$ cat config.mk
export PLATFORM = sky130hd
export DESIGN_NAME = gen_fifo_flat
export DESIGN_NICKNAME = d
export VERILOG_FILES = /design/src/rtl/gen_fifo_if.sv /design/src/rtl/gen_fifo.sv /design/src/flat_wrapper.sv
export SDC_FILE = /design/constraint.sdc
export NUM_CORES = 1
export LEC_CHECK = 0
export CORE_MARGIN = 2
export CORE_UTILIZATION = 30
export CTS_CLUSTER_DIAMETER = 80
export DETAILED_ROUTE_END_ITERATION = 16
export SLEW_MARGIN = 20
export SYNTH_ARGS = -nofsm -noshare
export SYNTH_HDL_FRONTEND = slang
export SYNTH_SLANG_ARGS = --single-unit
$ cat constraint.sdc
create_clock -name clk -period 7.4 [get_ports clk]
set_input_delay 1.48 -clock clk [delete_from_list [all_inputs] [get_ports clk]]
set_output_delay 1.48 -clock clk [all_outputs]
set_load 0.01 [all_outputs]
$ cat src/rtl/gen_fifo_if.sv
// Handshake bundle between the sample generator, the FIFO and its read-side consumer.
// err_cnt_o is present only when FIFO_ERR_CNT_EN is defined.
interface gen_fifo_if #(
  parameter int DATA_WIDTH = 16,
  parameter int DEPTH      = 16
);
  logic                          wr_en_i;
  logic signed [DATA_WIDTH-1:0]  data_i;
  logic                          rd_en_i;
  logic                          clr_err_i;
  logic signed [DATA_WIDTH-1:0]  data_o;
  logic                          rd_valid_o;
  logic                          empty_o;
  logic                          full_o;
  logic                          afull_o;
  logic [$clog2(DEPTH):0]        count_o;
  logic                          ovf_o;
  logic                          udf_o;
`ifdef FIFO_ERR_CNT_EN
  logic [7:0]                    err_cnt_o;
`endif

  modport slave (
    input  wr_en_i, data_i, rd_en_i, clr_err_i,
    output data_o, rd_valid_o, empty_o, full_o, afull_o, count_o, ovf_o, udf_o
`ifdef FIFO_ERR_CNT_EN
    , err_cnt_o
`endif
  );

  modport master (
    output wr_en_i, data_i, rd_en_i, clr_err_i,
    input  data_o, rd_valid_o, empty_o, full_o, afull_o, count_o, ovf_o, udf_o
`ifdef FIFO_ERR_CNT_EN
    , err_cnt_o
`endif
  );
endinterface

$ cat src/rtl/gen_fifo.sv
// Synchronous sample FIFO behind funct_generator with sticky overflow/underflow flags.
// Define FIFO_ERR_CNT_EN to add the saturating 8-bit error event counter err_cnt_o.
module gen_fifo #(
  parameter int DATA_WIDTH = 16,
  parameter int DEPTH      = 16,
  parameter int AFULL_TH   = 12
) (
  input  logic        clk,
  input  logic        rst,
  gen_fifo_if.slave   bus
);
  localparam int AW = $clog2(DEPTH);
  localparam int CW = AW + 1;

  logic signed [DATA_WIDTH-1:0] mem [DEPTH];
  logic [AW-1:0]                wptr;
  logic [AW-1:0]                rptr;
  logic [CW-1:0]                count;
  logic signed [DATA_WIDTH-1:0] data_p1;
  logic                         vld_p1;
  logic                         ovf;
  logic                         udf;

  logic is_empty;
  logic is_full;
  logic rd_acc;
  logic wr_acc;
  logic wr_drop;
  logic rd_rej;

  assign is_empty = (count == '0);
  assign is_full  = (count == CW'(DEPTH));

  // A read frees a slot this cycle, so a full FIFO can still take a write alongside it.
  assign rd_acc  = bus.rd_en_i && !is_empty;
  assign wr_acc  = bus.wr_en_i && (!is_full || rd_acc);
  assign wr_drop = bus.wr_en_i && !wr_acc;
  assign rd_rej  = bus.rd_en_i && is_empty;

  // Storage is data only, so it carries no reset.
  always_ff @(posedge clk) begin
    if (wr_acc) mem[wptr] <= bus.data_i;
  end

  // Stage p1: pointers, occupancy, registered read data and its valid pulse
  always_ff @(posedge clk or negedge rst) begin
    if (!rst) begin
      wptr    <= '0;
      rptr    <= '0;
      count   <= '0;
      data_p1 <= '0;
      vld_p1  <= 1'b0;
      ovf     <= 1'b0;
      udf     <= 1'b0;
    end else begin
      vld_p1 <= rd_acc;
      if (wr_acc) wptr <= wptr + 1'b1;
      if (rd_acc) begin
        rptr    <= rptr + 1'b1;
        data_p1 <= mem[rptr];
      end
      if (wr_acc && !rd_acc)      count <= count + 1'b1;
      else if (rd_acc && !wr_acc) count <= count - 1'b1;
      if (wr_drop)            ovf <= 1'b1;
      else if (bus.clr_err_i) ovf <= 1'b0;
      if (rd_rej)             udf <= 1'b1;
      else if (bus.clr_err_i) udf <= 1'b0;
    end
  end

  assign bus.data_o     = data_p1;
  assign bus.rd_valid_o = vld_p1;
  assign bus.count_o    = count;
  assign bus.empty_o    = is_empty;
  assign bus.full_o     = is_full;
  assign bus.afull_o    = (count >= CW'(AFULL_TH));
  assign bus.ovf_o      = ovf;
  assign bus.udf_o      = udf;

`ifdef FIFO_ERR_CNT_EN
  function automatic logic [7:0] sat_add8(input logic [7:0] a, input logic [1:0] inc);
    logic [8:0] s;
    s = {1'b0, a} + {7'b0, inc};
    return s[8] ? 8'hFF : s[7:0];
  endfunction

  logic [7:0] err_cnt;
  logic [7:0] err_base;
  logic [1:0] err_inc;

  // Clear first, then add this cycle's events, so a coincident error counts from zero.
  assign err_base = bus.clr_err_i ? 8'd0 : err_cnt;
  assign err_inc  = {1'b0, wr_drop} + {1'b0, rd_rej};

  always_ff @(posedge clk or negedge rst) begin
    if (!rst) err_cnt <= 8'd0;
    else      err_cnt <= sat_add8(err_base, err_inc);
  end

  assign bus.err_cnt_o = err_cnt;
`endif
endmodule

$ cat src/flat_wrapper.sv
// flat-port wrapper written by rule: the top's interface ports become plain ports
module gen_fifo_flat 
#(
  parameter int DATA_WIDTH = 16,
  parameter int DEPTH      = 16,
  parameter int AFULL_TH   = 12
)
  (clk, rst, bus_wr_en_i, bus_data_i, bus_rd_en_i, bus_clr_err_i, bus_data_o, bus_rd_valid_o, bus_empty_o, bus_full_o, bus_afull_o, bus_count_o, bus_ovf_o, bus_udf_o);
  gen_fifo_if #(.DATA_WIDTH(DATA_WIDTH), .DEPTH(DEPTH)) bus_i ();
  input  logic clk;
  input  logic rst;
  input wire logic [$bits(bus_i.wr_en_i)-1:0] bus_wr_en_i;
  input wire logic [$bits(bus_i.data_i)-1:0] bus_data_i;
  input wire logic [$bits(bus_i.rd_en_i)-1:0] bus_rd_en_i;
  input wire logic [$bits(bus_i.clr_err_i)-1:0] bus_clr_err_i;
  output wire logic [$bits(bus_i.data_o)-1:0] bus_data_o;
  output wire logic [$bits(bus_i.rd_valid_o)-1:0] bus_rd_valid_o;
  output wire logic [$bits(bus_i.empty_o)-1:0] bus_empty_o;
  output wire logic [$bits(bus_i.full_o)-1:0] bus_full_o;
  output wire logic [$bits(bus_i.afull_o)-1:0] bus_afull_o;
  output wire logic [$bits(bus_i.count_o)-1:0] bus_count_o;
  output wire logic [$bits(bus_i.ovf_o)-1:0] bus_ovf_o;
  output wire logic [$bits(bus_i.udf_o)-1:0] bus_udf_o;
  assign bus_i.wr_en_i = bus_wr_en_i;
  assign bus_i.data_i = bus_data_i;
  assign bus_i.rd_en_i = bus_rd_en_i;
  assign bus_i.clr_err_i = bus_clr_err_i;
  assign bus_data_o = bus_i.data_o;
  assign bus_rd_valid_o = bus_i.rd_valid_o;
  assign bus_empty_o = bus_i.empty_o;
  assign bus_full_o = bus_i.full_o;
  assign bus_afull_o = bus_i.afull_o;
  assign bus_count_o = bus_i.count_o;
  assign bus_ovf_o = bus_i.ovf_o;
  assign bus_udf_o = bus_i.udf_o;
  gen_fifo #(.DATA_WIDTH(DATA_WIDTH), .DEPTH(DEPTH), .AFULL_TH(AFULL_TH)) u_core (.clk(clk), .rst(rst), .bus(bus_i));
endmodule
==> results.py, run 1 <==
metrics = {
    "run_status": {
        "status": "finished, final reports clean",
    },
    "layout": {
        "fin_nets": 617,
        "fillers": 3363,
        "antenna_cells": 0,
        "multi_input_area_sq_um": 2480,
        "seqCellArea_sq_um": 8490,
        "area_delta_synth_final_pct": 18.1,
        "drive_gt1_frac": 0.253,
    },
    "timing": {
        "post-route-min-period_ns": 4.00,
        "relSlewSlack": 0.258,
        "setup_tns_ns": 0,
        "setup_viol": 0,
        "skew_ns": 0.0294,
        "fin_crit_sh": 0.541,
        "fin_ws_ns": 3.40,
        "hold_viol_final": 0,
        "tightest_slew_ns": 1.11,
        "rsz0062_at_grt": "false",
        "fmax_ghz": 0.250,
        "drv_slew": 0,
    },
    "worst_setup_path": {
        "crit_type": "in2reg",
        "start_kind": "input port",
        "crit_start": "bus_rd_en_i",
        "reg2reg_from": "u_core.bus.count_o[1]$_DFFE_PN0P_",
        "path_max_fanout": 38,
        "cp.required_ns": 7.86,
        "endpoint_kind": "flop",
        "r2r_setup_slack_ns": 4.26,
        "critPathArrivalTime_ns": 4.46,
    },
    "drt": {
        "vias_per_cell": 4.91,
        "drt-initial-drc-count": 406,
        "vias": 5278,
        "final_antenna_net_count": 0,
        "drt_wl_total_um": 22900,
        "drc": 0,
        "first_pass_iters": 5,
        "wire_per_inst_um": 21.3,
    },
    "floorplan": {
        "die_area_sq_um": 38400,
        "die_h_um": 196,
        "num_rows": 70,
        "coreArea_sq_um": 36400,
        "start_util": 0.303,
        "die_w_um": 196,
        "ioPinCount": 48,
    },
    "global_route": {
        "grt_max_degree": 66,
        "use_met1": 0.173,
        "grtUsageMet2": 0.184,
        "busiest_layer": "met2",
        "grt_pass1_wl_um": 34300,
        "grt_antenna_before_repair": 0,
        "grt.total_usage": 0.119,
        "grt_pass1_vias": 5374,
        "use_met3": 0.0227,
        "overflow": 0,
    },
    "synth": {
        "synth_cell_types": 29,
        "ys.warnings.count": 0,
        "synth_area_leader_cell": "edfxtp_1",
        "yosysTopAreaCellShare": 0.695,
        "syn-cell-area_sq_um": 11100,
        "yosys-top-cells-area": "edfxtp_1, mux4_2, dfrtp_1",
        "yosysSeqAreaShare": 0.768,
        "syn_area_per_cell_sq_um": 20.9,
        "syn_inst": 529,
        "syn-num-nets": 560,
        "ys_seq_elements": 288,
    },
    "clock_network": {
        "cts_buffers": 28,
        "htreeDepth": 1,
        "clockRootBuffer": "clkbuf_16",
        "postCtsHoldBufs": 0,
        "cts_buffer_depth": 3,
        "cts-resized-gates": 0,
        "cts_tree": "done",
        "clkSinkCount": 288,
        "post_cts_buffers": 0,
        "cts.clk_slew.worst_paths_ns": 0.06,
        "clk_latency_ns": 0.56,
    },
    "worst_hold_path": {
        "hold_class": "reg2reg",
        "hp-start": "u_core.bus.ovf_o$_DFFE_PN0P_",
    },
    "power_and_ir_drop": {
        "ir_drop_uv": 200,
        "cellLeakagePower_nw": 4.16,
        "power_density_nw_per_um2": 380,
    },
    "run": {
        "drv_cap": 0,
    },
    "placement": {
        "hpwl_um": 13300,
        "numPortBuffers": 47,
        "place_congestion": 0.726,
        "pre_cts_ws_ns": 2.84,
    },
}
## cell usage after synthesis
| cell type | instances |
|---|---|
| o22ai_1 | 30 |
| edfxtp_1 | 256 |
| mux2i_1 | 1 |
| nor4_1 | 1 |
| mux4_2 | 65 |
| nand2_1 | 14 |
| a22o_1 | 1 |
| and2_1 | 1 |
| clkbuf_1 | 12 |
| buf_2 | 8 |
| dfrtp_1 | 32 |
| fa_1 | 1 |
| a32o_1 | 1 |
| nor2_1 | 17 |
| a21o_1 | 2 |
| o21a_1 | 1 |
| ha_1 | 9 |
| buf_1 | 5 |
| o21ai_0 | 4 |
| mux2_2 | 16 |
| a21oi_1 | 18 |
| inv_1 | 11 |
| or2_2 | 1 |
| xor2_1 | 3 |
| nor3_1 | 4 |
| buf_4 | 3 |
| nand2b_1 | 3 |
| nand4_1 | 2 |
| xnor2_1 | 7 |
## flip-flops by register name, summed over array words and instances (netlist names)
register	cells
u_core.bus.ovf_o	1
u_core.wptr	4
u_core.mem	256
u_core.bus.udf_o	1
u_core.rptr	4
u_core.bus.rd_valid_o	1
u_core.bus.count_o	5
u_core.bus.data_o	16
## layout make-up
cell class                 instances  area share
clock inverter                    17      0.0131
inverter                          11     0.00316
multi-input combinational        202       0.190
clock buffer                      35      0.0580
timing repair buffer              55      0.0405
tap                              468      0.0448
sequential                       288       0.650
## worst max-delay path, cell delays in order
cell and delay [ns]:
clkdlybuf4s50_1 0.51, inv_1 0.09, a21oi_4 0.79, inv_1 0.14, ha_1 0.27, inv_1 0.14
ha_1 0.29, a21o_1 0.19, a21oi_1 0.18, mux2i_1 0.24, xnor2_1 0.13
## final timing paths
path / endpoint / depth (start not counted)
setup / recovery: u_core.bus.count_o[4]$_DFFE_PN0P_ / 11
hold / removal: u_core.bus.ovf_o$_DFFE_PN0P_ / 1
min in group asynchronous: u_core.bus.data_o[7]$_DFFE_PN0P_ / 1
max in group asynchronous: u_core.rptr[1]$_DFFE_PN0P_ / 1
setup reg to reg: u_core.bus.count_o[4]$_DFFE_PN0P_ / 10
hold reg to reg: u_core.bus.ovf_o$_DFFE_PN0P_ / 1
## through the flow
| stage | hold slack [ns] | std cells | instance area, sq um | total power [mW] | util |
|---|---|---|---|---|---|
| 2_1_floorplan | 0.514 | 529 | 11100 | 3.09 | - |
| 3_3_place_gp | 0.492 | 1024 | 12100 | 3.57 | 0.332 |
| 3_5_place_dp | 0.488 | 1024 | 12100 | 3.59 | 0.332 |
| 4_1_cts | 0.503 | 1076 | 13000 | 5.01 | 0.358 |
| 5_1_grt | 0.535 | 1076 | 13100 | 5.19 | 0.358 |
| 6_report | 0.500 | 1076 | 13100 | 4.97 | 0.358 |
## power by group
part           internal, mW  total, mW  switching (mW)
sequential             2.00       2.18           0.173
clock                 0.803       1.42           0.619
combinational         0.684       1.37           0.685
## metal layers
metal  wire [um]  up-vias
met5           0        -
met4         467        0
met3        1110       32
met2       10600      149
met1       10700     2807
li1            -     2290
## layout by cell type (no fill, tap or decap), types with 9 or more instances in the layout
cell               n
clkdlybuf4s50_1   46
nand2_1           14
dfrtp_1           30
ha_1               9
a21oi_1           17
clkbuf_16         28
edfxtp_1         256
mux2_2            16
inv_1             11
mux4_2            65
o22ai_1           30
## cell families (layout without fill, tap and decap cells)
logic type                 count (synthesis)  in the layout  synth area share
adders and majority gates                 10             10            0.0120
DFF                                      288            288             0.768
buffers and inverters                     39            118            0.0152
AOI/OAI and AO/OA                         57             57            0.0307
muxes                                     82             82             0.150
and+or+nand+nor                           43             43            0.0169
xor gates and xnor gates                  10             10           0.00792
No activity file was read; power rests on OpenSTA's default activity.
==> run 2, diff against run 1 <==
clock period = 4.07 ns   (was 7.4 ns; I/O delays follow)
==> results.py, run 2 (synthesized netlist as in run 1, its figures left out) <==
metrics = {
    "clock_network": {
        "cts_buffer_depth": 3,
        "post_cts_buffers": 0,
        "clk_latency_ns": 0.55,
        "cts-resized-gates": 0,
        "cts_buffers": 29,
        "cts_tree": "done",
        "postCtsHoldBufs": 0,
        "htreeDepth": 1,
        "clockRootBuffer": "clkbuf_16",
        "cts.clk_slew.worst_paths_ns": 0.06,
        "clkSinkCount": 288,
    },
    "layout": {
        "final_cell_mix": "edfxtp_1, mux4_2, clkdlybuf4s50_1",
        "final_cells": 1094,
        "drive_gt1_frac": 0.267,
        "regMostFlops": "u_core.mem",
        "largest_reg_flops": 256,
        "antenna_cells": 0,
        "area_delta_synth_final_pct": 19.2,
        "final_common_cell": "edfxtp_1",
        "fin_nets": 634,
        "fillers": 3369,
    },
    "global_route": {
        "grt_max_degree": 38,
        "grt_pass1_wl_um": 36400,
        "grt_antenna_before_repair": 0,
        "grt.total_usage": 0.128,
        "overflow": 0,
        "grt_pass1_vias": 5537,
    },
    "timing": {
        "hold_viol_final": 0,
        "skew_ns": 0.0135,
        "fin_crit_sh": 0.792,
        "rsz0062_at_grt": "false",
        "setup_viol": 0,
        "fmax_ghz": 0.310,
        "drv_slew": 0,
        "relSlewSlack": 0.314,
        "post-route-min-period_ns": 3.22,
        "tightest_slew_ns": 1.03,
        "setup_tns_ns": 0,
    },
    "worst_setup_path": {
        "r2r_cells": 10,
        "reg2reg_from": "u_core.bus.count_o[0]$_DFFE_PN0P_",
        "path_max_fanout": 5,
        "endpoint_kind": "primary output",
        "cp.required_ns": 3.26,
        "critPathArrivalTime_ns": 2.41,
        "start_kind": "flop",
        "crit_start": "u_core.bus.count_o[0]$_DFFE_PN0P_",
        "crit_type": "reg2out",
    },
    "worst_hold_path": {
        "hold_class": "in2async",
    },
    "drt": {
        "highest_layer": "met4",
        "wire_per_inst_um": 22.4,
        "final_antenna_net_count": 0,
        "drt-initial-drc-count": 487,
        "drc": 0,
        "routedLengthMet1_um": 11500,
        "vias": 5412,
        "wl_met2_um": 11100,
        "wl_met3_um": 1440,
        "vias_per_cell": 4.95,
        "first_pass_iters": 4,
        "drt_wl_total_um": 24500,
    },
    "floorplan": {
        "ioPinCount": 48,
        "coreArea_sq_um": 36400,
        "die_w_um": 196,
        "num_rows": 70,
        "die_h_um": 196,
        "start_util": 0.303,
        "die_area_sq_um": 38400,
    },
    "placement": {
        "numPortBuffers": 47,
        "place_congestion": 0.772,
        "hpwl_um": 14700,
        "dp.cells": 1040,
    },
    "power_and_ir_drop": {
        "power_density_nw_per_um2": 691,
        "power_mw": 9.10,
        "cellLeakagePower_nw": 4.26,
        "ir_drop_uv": 357,
    },
    "run": {
        "drv_cap": 0,
    },
    "run_status": {
        "status": "finished, final reports clean",
    },
}
[run 2: power breakdown]
group	internal, mW	switching [mW]	total (mW)	leakage (nW)
logic	1.29	1.23	2.52	1.13
clock network	1.50	1.07	2.58	0.452
registers	3.64	0.369	4.01	2.68
total	6.43	2.67	9.10	4.26
[run 2: per-stage QoR]
step           hold slack, ns  cell area (sq um)  utilization  setup slack (ns)
3_3_place_gp            0.504              12300        0.337             0.886
4_1_cts                 0.419              13200        0.362             0.799
5_1_grt                 0.446              13200        0.362             0.637
3_5_place_dp            0.500              12300        0.337             0.851
2_1_floorplan           0.514              11100            -              1.16
6_report                0.415              13200        0.362             0.846
[run 2: path summary, 6_finish.rpt]
check | endpoint | slack [ns]
min | u_core.bus.ovf_o$_DFFE_PN0P_ | 0.41
min reg2reg | u_core.bus.ovf_o$_DFFE_PN0P_ | 0.50
max in group asynchronous | u_core.rptr[1]$_DFFE_PN0P_ | 2.98
max | bus_full_o | 0.85
min in group clk | u_core.bus.ovf_o$_DFFE_PN0P_ | 0.50
max reg2reg | u_core.bus.count_o[4]$_DFFE_PN0P_ | 0.97
[run 2: per-layer routing]
metal,global-route usage,vias up
li1,-,2322
met1,0.187,2893
met2,0.203,165
met3,0.0222,32
met4,0.0261,0
met5,0,-
[run 2: layout make-up]
type	count	area, sq um	share of cell area
clock buffer	39	763	0.0579
timing repair buffer	71	683	0.0518
sequential	288	8490	0.645
inverter	11	41.3	0.00313
tap	468	586	0.0444
clock inverter	15	150	0.0114
multi-input combinational	202	2460	0.187
[run 2: worst max-delay path, stage by stage (launching register included)]
cell and delay (ns):
dfrtp_1 0.44, nor4_1 0.65, nand2_1 0.15, inv_1 0.11
clkdlybuf4s50_1 0.53
